**config.mk**
```make
export PLATFORM = sky130hd
export DESIGN_NAME = dac_sif_master
export DESIGN_NICKNAME = d
export VERILOG_FILES = /design/src/rtl/dac_sif_pkg.sv /design/src/rtl/sif_clk_div.sv /design/src/rtl/dac_sif_master.sv
export SDC_FILE = /design/constraint.sdc
export NUM_CORES = 1
export LEC_CHECK = 0
export BUFFER_PORTS_ARGS = -buffer_cell sky130_fd_sc_hd__buf_2
export CAP_MARGIN = 10
export CORE_ASPECT_RATIO = 1.4
export CORE_MARGIN = 4
export CORE_UTILIZATION = 42
export DETAILED_ROUTE_END_ITERATION = 10
export PLACE_DENSITY = 0.64
export REMOVE_ABC_BUFFERS = 1
export SLEW_MARGIN = 15
export SYNTH_ARGS = -nofsm -noshare
export SYNTH_HDL_FRONTEND = slang
export SYNTH_HIERARCHICAL = 1
export SYNTH_SLANG_ARGS = --single-unit
```
**constraint.sdc**
```tcl
create_clock -name clk -period 2.4 [get_ports clk]
set_input_delay 0 -clock clk [delete_from_list [all_inputs] [get_ports clk]]
set_output_delay 0 -clock clk [all_outputs]
set_load 0.02 [all_outputs]
```
**src/rtl/dac_sif_pkg.sv**
```systemverilog
// dac_sif_pkg: shared state encoding and command-word geometry for the DAC serial-interface master.
package dac_sif_pkg;

    typedef enum logic [2:0] {RST_LOW, RST_WAIT, IDLE, SHIFT, HOLD, GAP} sif_state_t;

    localparam int SIF_WORD_BITS = 24;
    localparam int SIF_ADDR_BITS = 7;
    localparam int SIF_DATA_BITS = 16;

endpackage

```
**src/rtl/sif_clk_div.sv**
```systemverilog
// sif_clk_div: SCLK generator, toggling every CLK_DIV enabled cycles from a low start.
module sif_clk_div #(
    parameter int CLK_DIV = 4
) (
    input  logic clk,
    input  logic rstn,
    input  logic en,
    output logic sclk,
    output logic rise_tick,
    output logic fall_tick
);

    localparam int W = $clog2(CLK_DIV) + 1;

    logic [W-1:0] cnt;
    logic         wrap;

    // Ticks coincide with the edge that changes sclk, so the caller acts in lockstep.
    assign wrap      = en && (cnt == W'(CLK_DIV - 1));
    assign rise_tick = wrap && !sclk;
    assign fall_tick = wrap && sclk;

    always_ff @(posedge clk or negedge rstn) begin
        if (!rstn) begin
            cnt  <= '0;
            sclk <= 1'b0;
        end else if (!en) begin
            cnt  <= '0;
            sclk <= 1'b0;
        end else if (wrap) begin
            cnt  <= '0;
            sclk <= ~sclk;
        end else begin
            cnt <= cnt + 1'b1;
        end
    end

endmodule

```
**src/rtl/dac_sif_master.sv**
```systemverilog
// dac_sif_master: DAC reset sequencer plus write-only 24-bit MSB-first serial command master.
module dac_sif_master
    import dac_sif_pkg::*;
#(
    parameter int CLK_DIV    = 4,
    parameter int RESET_HOLD = 64,
    parameter int CS_GAP     = 4
) (
    input  logic                     clk,
    input  logic                     rstn,
    input  logic [SIF_WORD_BITS-1:0] i_cmd_data,
    input  logic                     i_cmd_valid,
    output logic                     o_cmd_ready,
    output logic                     o_busy,
    output logic                     o_init_done,
    output logic                     DAC_CTRL_SDIO,
    output logic                     DAC_CTRL_SDENN,
    output logic                     DAC_CTRL_SCLK,
    output logic                     DAC_CTRL_RESETN
);

    localparam int CMAX = (RESET_HOLD > CLK_DIV)
                        ? ((RESET_HOLD > CS_GAP) ? RESET_HOLD : CS_GAP)
                        : ((CLK_DIV > CS_GAP) ? CLK_DIV : CS_GAP);
    localparam int CW = $clog2(CMAX) + 1;
    localparam logic [CW-1:0] RH_LAST   = CW'(RESET_HOLD - 1);
    localparam logic [CW-1:0] HOLD_LAST = CW'(CLK_DIV - 1);
    localparam logic [CW-1:0] GAP_LAST  = CW'(CS_GAP - 1);
    localparam logic [4:0]    BIT_LAST  = 5'(SIF_WORD_BITS);

    sif_state_t               state;
    logic [CW-1:0]            cnt;
    logic [4:0]               bit_cnt;
    logic [SIF_WORD_BITS-2:0] shift_reg;
    logic                     rise_tick;
    logic                     fall_tick;

    sif_clk_div #(.CLK_DIV(CLK_DIV)) u_clk_div (
        .clk       (clk),
        .rstn      (rstn),
        .en        (state == SHIFT),
        .sclk      (DAC_CTRL_SCLK),
        .rise_tick (rise_tick),
        .fall_tick (fall_tick)
    );

    // bit_cnt counts bits clocked into the DAC (rises); the MSB is loaded straight into SDIO.
    always_ff @(posedge clk or negedge rstn) begin
        if (!rstn) begin
            state           <= RST_LOW;
            cnt             <= '0;
            bit_cnt         <= '0;
            shift_reg       <= '0;
            o_cmd_ready     <= 1'b0;
            o_busy          <= 1'b0;
            o_init_done     <= 1'b0;
            DAC_CTRL_SDIO   <= 1'b0;
            DAC_CTRL_SDENN  <= 1'b1;
            DAC_CTRL_RESETN <= 1'b0;
        end else begin
            case (state)
                RST_LOW: begin
                    cnt <= (cnt == RH_LAST) ? '0 : cnt + 1'b1;
                    if (cnt == RH_LAST) begin
                        state           <= RST_WAIT;
                        DAC_CTRL_RESETN <= 1'b1;
                    end
                end
                RST_WAIT: begin
                    cnt <= (cnt == RH_LAST) ? '0 : cnt + 1'b1;
                    if (cnt == RH_LAST) begin
                        state       <= IDLE;
                        o_cmd_ready <= 1'b1;
                        o_init_done <= 1'b1;
                    end
                end
                IDLE: begin
                    if (i_cmd_valid && o_cmd_ready) begin
                        state          <= SHIFT;
                        shift_reg      <= i_cmd_data[SIF_WORD_BITS-2:0];
                        bit_cnt        <= '0;
                        DAC_CTRL_SDIO  <= i_cmd_data[SIF_WORD_BITS-1];
                        DAC_CTRL_SDENN <= 1'b0;
                        o_cmd_ready    <= 1'b0;
                        o_busy         <= 1'b1;
                    end
                end
                SHIFT: begin
                    if (rise_tick) bit_cnt <= bit_cnt + 1'b1;
                    if (fall_tick) begin
                        if (bit_cnt == BIT_LAST) begin
                            state <= HOLD;
                            cnt   <= '0;
                        end else begin
                            shift_reg     <= shift_reg << 1;
                            DAC_CTRL_SDIO <= shift_reg[SIF_WORD_BITS-2];
                        end
                    end
                end
                HOLD: begin
                    cnt <= (cnt == HOLD_LAST) ? '0 : cnt + 1'b1;
                    if (cnt == HOLD_LAST) begin
                        state          <= GAP;
                        DAC_CTRL_SDENN <= 1'b1;
                        DAC_CTRL_SDIO  <= 1'b0;
                    end
                end
                GAP: begin
                    cnt <= (cnt == GAP_LAST) ? '0 : cnt + 1'b1;
                    if (cnt == GAP_LAST) begin
                        state       <= IDLE;
                        o_cmd_ready <= 1'b1;
                        o_busy      <= 1'b0;
                    end
                end
                default: state <= RST_LOW;
            endcase
        end
    end

endmodule

```
Word-level counts from Yosys, hierarchy flattened
Index checks and enable logic that the tools add are counted.
{ "word_totals": {"reg_bits": 48, "inputBits": 27, "out_inout_bits": 7} }
{ "op_classes": {"addsub": 3, "n_eq_ne": 19, "muxes": 36, "n_bitwise": 1, "reduce_logical": 24} }
{ "ops": {"columns": ["operator", "count"], "rows": [
  ["$mux 23", 3],
  ["$pmux 23 s2", 1],
  ["$mux 7", 4],
  ["$mux 3", 9],
  ["$pmux 7 s3", 1],
  ["$ne 2x2->1 const B", 10],
  ["$pmux 3 s6", 1],
  ["$reduce_and 3->1", 4],
  ["$mux 1", 10],
  ["$mux 5", 2],
  ["$pmux 5 s2", 1],
  ["$eq 3x2->1 const B", 3],
  ["$reduce_bool 3->1", 3],
  ["$reduce_and 4->1", 2],
  ["$add 7x1->7 const B", 1],
  ["$eq 7x2->1 const B", 1],
  ["$eq 7x6->1 const B", 1],
  ["$reduce_and 7->1", 1],
  ["$eq 3x3->1 const B", 2],
  ["$pmux 1 s3", 2],
  ["$reduce_bool 2->1", 3],
  ["$add 5x1->5 const B", 1],
  ["$eq 5x5->1 const B", 1],
  ["$reduce_and 5->1", 1],
  ["9 further kinds", 15]
]} }

Longest topological paths before layout
Gate-level depths: netlist of run 1.
{ "depth": {"depth_word": 5, "depth_mapped": 10, "ltp_nobuf": 8} }

By module
The synthesis of run 1 kept the hierarchy.
{ "modules_own_cells": {"columns": ["mod", "instances", "cells_per_inst", "area_each_um2"], "rows": [
  ["dac_sif_master", 1, 259, 2367.3],
  ["sif_clk_div", 1, 15, 177.7]
]} }

Worst setup path before layout of run 1
No wires, ideal clock.
{ "synth_timing": {"kind": "reg2reg", "from": "register state[2]", "to": "register state[0]", "setup_ns": 0.124, "arrival_ns": 2.004, "path_slack_ns": 0.273, "stages_incl_launch_ff": 9, "path_buffers": 1, "synth_period_minus_slack_ns": 2.127, "cell_sequence": "dfrtp_1 nand3b_4 clkinv_2 clkbuf_1 and3_1 and2_2 a211oi_1 nand2b_1 a211o_1"} }
{ "synth_via": {"elab_chain_cells": 5, "elab_cells_between_ends": 17} }
{ "synth_lines": {"columns": ["item", "line_no", "rtl"], "rows": [
  ["from (decl)", "dac_sif_master.sv:31", "sif_state_t state;"],
  ["from (signal assigned)", "dac_sif_master.sv:50", "state <= RST_LOW;"],
  ["from (signal assigned)", "dac_sif_master.sv:65", "state <= RST_WAIT;"],
  ["from (signal assigned)", "dac_sif_master.sv:72", "state <= IDLE;"],
  ["$eq 3x2->1", "dac_sif_master.sv:41", ".en (state == SHIFT),"],
  ["$logic_and 1x1->1", "sif_clk_div.sv:19", "assign wrap = en && (cnt == W'(CLK_DIV - 1));"],
  ["$logic_and 1x1->1", "sif_clk_div.sv:21", "assign fall_tick = wrap && sclk;"],
  ["named net fall_tick", "dac_sif_master.sv:36", "logic fall_tick;"],
  ["$ne 2x2->1 (no line)", null, null],
  ["$reduce_and 7->1 (no line)", null, null]
]} }
The timed path passes the listed nets, and every way through them passes these cells.
A chain may end at the register's enable or synchronous reset.

Worst setup path in the final report of run 1
{ "layout_timing": {"from": "register u_clk_div.cnt[0]", "to": "register shift_reg[14]"} }
{ "layout_via": {"elab_chain_cells": 5} }
{ "layout_lines": {"columns": ["item", "line_no", "rtl"], "rows": [
  ["from (decl)", "sif_clk_div.sv:15", "logic [W-1:0] cnt;"],
  ["from (signal assigned)", "sif_clk_div.sv:34", "cnt <= cnt + 1'b1;"],
  ["$eq 3x2->1", "sif_clk_div.sv:19", null],
  ["$logic_and 1x1->1", "sif_clk_div.sv:19", null],
  ["$logic_and 1x1->1", "sif_clk_div.sv:21", null],
  ["named net fall_tick", "dac_sif_master.sv:36", null],
  ["$ne 2x2->1 (no line)", null, null],
  ["$reduce_and 4->1 (no line)", null, null],
  ["to (signal assigned)", "dac_sif_master.sv:80", "shift_reg <= i_cmd_data[SIF_WORD_BITS-2:0];"],
  ["to (signal assigned)", "dac_sif_master.sv:95", "shift_reg <= shift_reg << 1;"],
  ["to (decl)", "dac_sif_master.sv:34", "logic [SIF_WORD_BITS-2:0] shift_reg;"]
]} }
The timed path passes the listed nets, and every way through them passes these cells.

==> results of run 1 <==
worst min-delay path by stage:
stage,start,to,slack (ns),depth (start not counted)
after floorplan,rstn,DAC_CTRL_RESETN,-0.30,0
after global placement,rstn,shift_reg[14],0.14,2
after detailed placement,rstn,shift_reg[13],0.13,2
after CTS,i_cmd_valid,o_cmd_ready,0.13,4
after global routing,i_cmd_valid,o_cmd_ready,0.18,4
final,i_cmd_valid,o_cmd_ready,0.14,4
power breakdown:
part | leakage [nW] | switching, mW | internal [mW]
sequential | 0.630 | 0.000549 | 0.809
combinational | 0.791 | 0.0339 | 0.0460
clock | 0.0445 | 0.271 | 0.235
total | 1.46 | 0.305 | 1.09
layout make-up:
| type | count | area [um2] | share of cell area [%] |
|---|---|---|---|
| multi-input cells | 204 | 1226 | 39.61 |
| flip-flops and latches | 48 | 1202 | 38.84 |
| repair buffers | 65 | 465.4 | 15.04 |
| well taps | 70 | 87.58 | 2.829 |
| clock buffers | 7 | 86.33 | 2.789 |
| inverters | 5 | 20.02 | 0.6467 |
| clock inverters | 1 | 7.507 | 0.2425 |
kinds of logic after synthesis:
group / Yosys count / synth area share, %
buffers and inverters: 22 / 4.572
adder cells (fa/ha/maj): 4 / 1.967
AO/OA/AOI/OAI: 85 / 21.39
multiplexers: 3 / 1.278
XOR/XNOR: 3 / 1.033
AND/OR/NAND/NOR: 109 / 22.52
flip-flops: 48 / 47.25
tightest hold or removal path, cell delays in order:
cell,delay [ns]
buf_2,0.10
nand3b_1,0.14
o21ai_0,0.10
o31ai_1,0.07
stage by stage:
| stage | area, um2 | total power [mW] | instances | worst slack [ns] | setup TNS (ns) |
|---|---|---|---|---|---|
| after global routing | 3095 | 1.448 | 400 | 0.05160 | 0 |
| after floorplan | 2449 | 0.8354 | 257 | -0.06960 | -1.589 |
| after CTS | 3095 | 1.412 | 400 | 0.2026 | 0 |
| final | 3095 | 1.395 | 400 | 0.2198 | 0 |
| after detailed placement | 2761 | 0.8756 | 368 | 0.2120 | 0 |
| after global placement | 2761 | 0.8758 | 368 | 0.2700 | 0 |
layer usage:
metal | vias to the layer above | global-route usage, % | part of all wire [%]
met5 | - | 0 | 0
met4 | 0 | 5.858 | 1.2
met3 | 6 | 3.808 | 3.9
met2 | 53 | 30.60 | 52
met1 | 1117 | 22.82 | 43
li1 | 1101 | - | -
what timing repair did:
item | CTS | global route
endpoints found under the hold margin | 70 | 0
hold buffers | 24 | 0
setup buffers | 0 | 0
cells in the final DEF (no fill, tap or decap), types with 3 or more instances in the layout:
cell type	n
clkbuf_8	6
nand3_1	6
a21oi_1	31
nand2_1	52
dfrtp_1	47
xor2_1	3
buf_4	8
a31oi_1	22
buf_2	33
nor2_1	15
o31ai_1	3
o21ai_0	8
inv_1	4
nor2b_1	4
nand4_1	3
ha_1	4
nand4b_1	3
a22o_1	5
nand2b_1	3
dlygate4sd3_1	24
==> reports/metrics.yaml, run 1 <==
cts_inserted_buffers: 5
synth_async_sr_flop_share_pct: 100.0
rsz0062_at_grt: "no"
vias: 2277
gp_congestion: 0.8113
synth.most_common_cell: "nand2_1"
dr.pass1.iters: 4
post_synth_num_cell_types: 56
yosys_most_used_dff: "dfrtp_1"
synth-seq-cells: 48
netlist_area_um2: 2545
io-pin-count: 34
wire_per_inst_um: 15.19
critPathLaunch: "u_clk_div/cnt[0]"
path_depth: 6
power.density_nw_per_um2: 450.6
yosys.area.top_type: "dfrtp_1"
nNetsFinal: 360
critPathLaunchType: "flip-flop"
grt_overflow: 0
syn_area_per_cell_um2: 9.288
grt_max_degree: 49
crit_slowest_cell: "and2_1"
first_iter_violations: 183
cts_root_buffer: "clkbuf_8"
htreeDepth: 2
grt_pass1_vias: 2264
area_delta_synth_final_pct: 21.63
run_status: "finished clean"
hold_violations: 0
crit_type: "reg2reg"
postRouteAntennaNets: 0
synth_area_leaders: "dfrtp_1 (46%), nand2_1 (7.7%), a21oi_1 (6.1%)"
drv_cap: 0
largest_reg_flops: 23
die_h_um: 100.1
final_util_pct: 52.80
drv_slew: 0
synth_edf_count: 0
reg2regPathDepth: 6
finalHoldWorstSlack_ns: 0.1420
cts_tree: "yes"
fillCellCount: 558
synth.top_cell.area_share_pct: 46.21
track_usage_pct: 18.12
required_ns: 2.54
dpl.hpwl_um: 3918
min_period_ns: 2.180
min_period_over_period_pct: 90.84
path_buf_inv: 0
static-leakage-power_nw: 1.465
drt-vias-per-instance: 5.693
worstMarginPinSlew_ns: 0.8578
critical_path.top_delay_family: "simple AND/OR/NAND/NOR gates"
num_rows: 33
synthTopCellsByCount: "nand2_1 (52), dfrtp_1 (47), a21oi_1 (31), a31oi_1 (22), nor2_1 (15)"
vdd_drop_max_mv: 0.4005
antenna_cells: 0
clk_pin_slew_ns: 0.09
endpoint_kind: "flip-flop"
numPortBuffers: 33
clockBufferDepth: 2
endpoint: "shift_reg[14]"
antenna_found_initial: 0
drc: 0
clock_sinks: 48
setup_viol: 0
seq_area_frac_synth_pct: 47.25
critical_path_arrival_ns: 2.32
holdCritPathClass: "in2reg"
slew_headroom_pct: 42.81
die_w_um: 73.79
floorplan.initialDensity_pct: 43.41
grt_pass1_wl_um: 10730
regToRegSetupSlack_ns: 0.22
clk_latency_ns: 0.30
yosysWarnings: 6
synthCells: 274
r2r-end: "shift_reg[14]"
core_um2: 5863
die_area_um2: 7387
crit_chain: "ha_1 -> nor2b_4 -> and3_1 -> nand2b_2 -> and2_1 -> a31oi_1"
drive_above_1_share_pct: 19.70
crit_fanout: 23
wirelength_um: 6075
fin_worst_skew_ns: 0.009821
max_stage_delay_ns: 0.69
fmax_ghz: 0.4587
cts_resized: 0
worstReg2RegStart: "u_clk_div/cnt[0]"
Note: power is estimated with default switching activity, not from simulation.
==> run 2: changes to the inputs <==
--- a/config.mk
+++ b/config.mk
@@ -9,9 +9,9 @@
 export CAP_MARGIN = 10
 export CORE_ASPECT_RATIO = 1.4
 export CORE_MARGIN = 4
-export CORE_UTILIZATION = 42
+export CORE_UTILIZATION = 30
 export DETAILED_ROUTE_END_ITERATION = 10
-export PLACE_DENSITY = 0.64
+export PLACE_DENSITY = 0.5
 export REMOVE_ABC_BUFFERS = 1
 export SLEW_MARGIN = 15
 export SYNTH_ARGS = -nofsm -noshare
==> reports/metrics.yaml, run 2 (synthesis results as in run 1) <==
run_status: "finished clean"
die_h_um: 117.0
wirelength_um: 6121
dpl.hpwl_um: 4090
fillCellCount: 855
worstReg2RegStart: "u_clk_div/cnt[0]"
drive_above_1_share_pct: 20.24
required_ns: 2.52
grt_overflow: 0
max_stage_delay_ns: 0.66
first_iter_violations: 102
static-leakage-power_nw: 1.492
rsz0062_at_grt: "no"
antenna_cells: 0
area_delta_synth_final_pct: 25.66
die_w_um: 85.84
fin_tns_setup_ns: 0
clk_latency_ns: 0.29
min_period_over_period_pct: 87.99
power.density_nw_per_um2: 501.1
grt_pass1_wl_um: 10630
endpoint_kind: "flip-flop"
final_common_cell: "nand2_1"
place_area_um2: 2809
wire_per_inst_um: 14.14
finalHoldWorstSlack_ns: 0.1592
drc: 0
crit_chain: "ha_1 -> nor2b_4 -> and3_1 -> nand2b_2 -> and2_1 -> a31oi_1"
vdd_drop_max_mv: 0.2565
setup_viol: 0
htreeDepth: 2
final_util_pct: 39.01
p_sw_mw: 0.3591
hp-start: "i_cmd_valid"
fin_worst_skew_ns: 0.008111
p_int_mw: 1.243
p_clk_share_pct: 44.5
grt_pass1_vias: 2195
crit_fanout: 23
gp_congestion: 0.8043
cts_tree: "yes"
holdCritPathClass: "in2reg"
critPathLaunch: "u_clk_div/cnt[0]"
vias: 2202
cts_inserted_buffers: 5
worstMarginPinSlew_ns: 0.8244
io-pin-count: 34
clk_pin_slew_ns: 0.07
die_area_um2: 10040
crit_slowest_cell: "and2_1"
cts_root_buffer: "clkbuf_16"
clockBufferDepth: 2
slew_headroom_pct: 45.04
finalInstanceArea_um2: 3198
pwr-share-seq_pct: 50.5
drv_slew: 0
antenna_found_initial: 0
fin_cells: 433
drv_cap: 0
critical_path_arrival_ns: 2.24
fin_ws_ns: 0.2881
fmax_ghz: 0.4735
track_usage_pct: 13.02
clock_sinks: 48
num_rows: 39
power.total_mw: 1.603
nNetsFinal: 361
hold_violations: 0
crit_type: "reg2reg"
drt-vias-per-instance: 5.085
critPathLaunchType: "flip-flop"
largest_reg_flops: 23
grt_max_degree: 49
min_period_ns: 2.112
postRouteAntennaNets: 0
core_um2: 8198
swShare_pct: 22.41
p_comb_share_pct: 5.0
numPortBuffers: 33
floorplan.initialDensity_pct: 31.04
pre_cts_ws_ns: 0.2558
dp_cells: 401
final_cell_mix: "nand2_1 (52), dfrtp_1 (47), buf_2 (33)"
dr.pass1.iters: 4
[run 2: changes by cell type in the layout (fill, tap and decap cells not counted)]
| cell | change |
|---|---|
| clkbuf_8 | -6 |
| clkbuf_16 | +5 |
| buf_4 | +1 |
| clkbuf_1 | -1 |
| clkinv_4 | +1 |
| clkinvlp_4 | +1 |
[run 2: layout make-up]
class	count	area [um2]	area share (%)
timing repair buffer	66	473.0	14.79
clock inverter	3	23.77	0.7433
inverter	5	20.02	0.6260
sequential	48	1202	37.60
multi-input combinational	204	1226	38.34
tap	102	127.6	3.991
clock buffer	5	125.1	3.912
[run 2: repair_timing]
action	CTS	global route
endpoints found under the hold margin	70	0
setup buffers	0	0
resized for setup	0	0
hold buffers	24	0
[run 2: worst max-delay path: cells and delay by family (launching register included)]
family                   cells  cell delay [ns]
flip-flops                   1             0.35
AO/OA/AOI/OAI                1             0.17
adder cells (fa/ha/maj)      1             0.20
AND/OR/NAND/NOR              4             1.22
[run 2: power by group through the flow]
| stage | clock network [mW] | registers, mW | logic, mW |
|---|---|---|---|
| floorplan | 0 | 0.827 | 0.00876 |
| global placement | 0 | 0.826 | 0.0528 |
| detailed placement | 0 | 0.825 | 0.0532 |
| CTS | 0.741 | 0.809 | 0.0826 |
| global route | 0.768 | 0.809 | 0.0912 |
| finish | 0.713 | 0.810 | 0.0798 |
[run 2: path summary, 6_finish.rpt]
path | end | slack (ns) | cells past startpoint
max reg2reg | shift_reg[18] | 0.29 | 6
max | shift_reg[18] | 0.29 | 6
min in group asynchronous | o_init_done | 0.34 | 3
min | o_cmd_ready | 0.16 | 4
max in group asynchronous | cnt[0] | 1.63 | 3
min reg2reg | u_clk_div/cnt[0] | 0.45 | 1
[run 2: routing by layer]
metal	GRT usage [%]	up-vias	part of all wire [%]
met5	0	-	0
met4	3.907	0	1.0
met3	1.541	4	2.1
met2	22.51	28	50
met1	17.12	1069	47
li1	-	1101	-
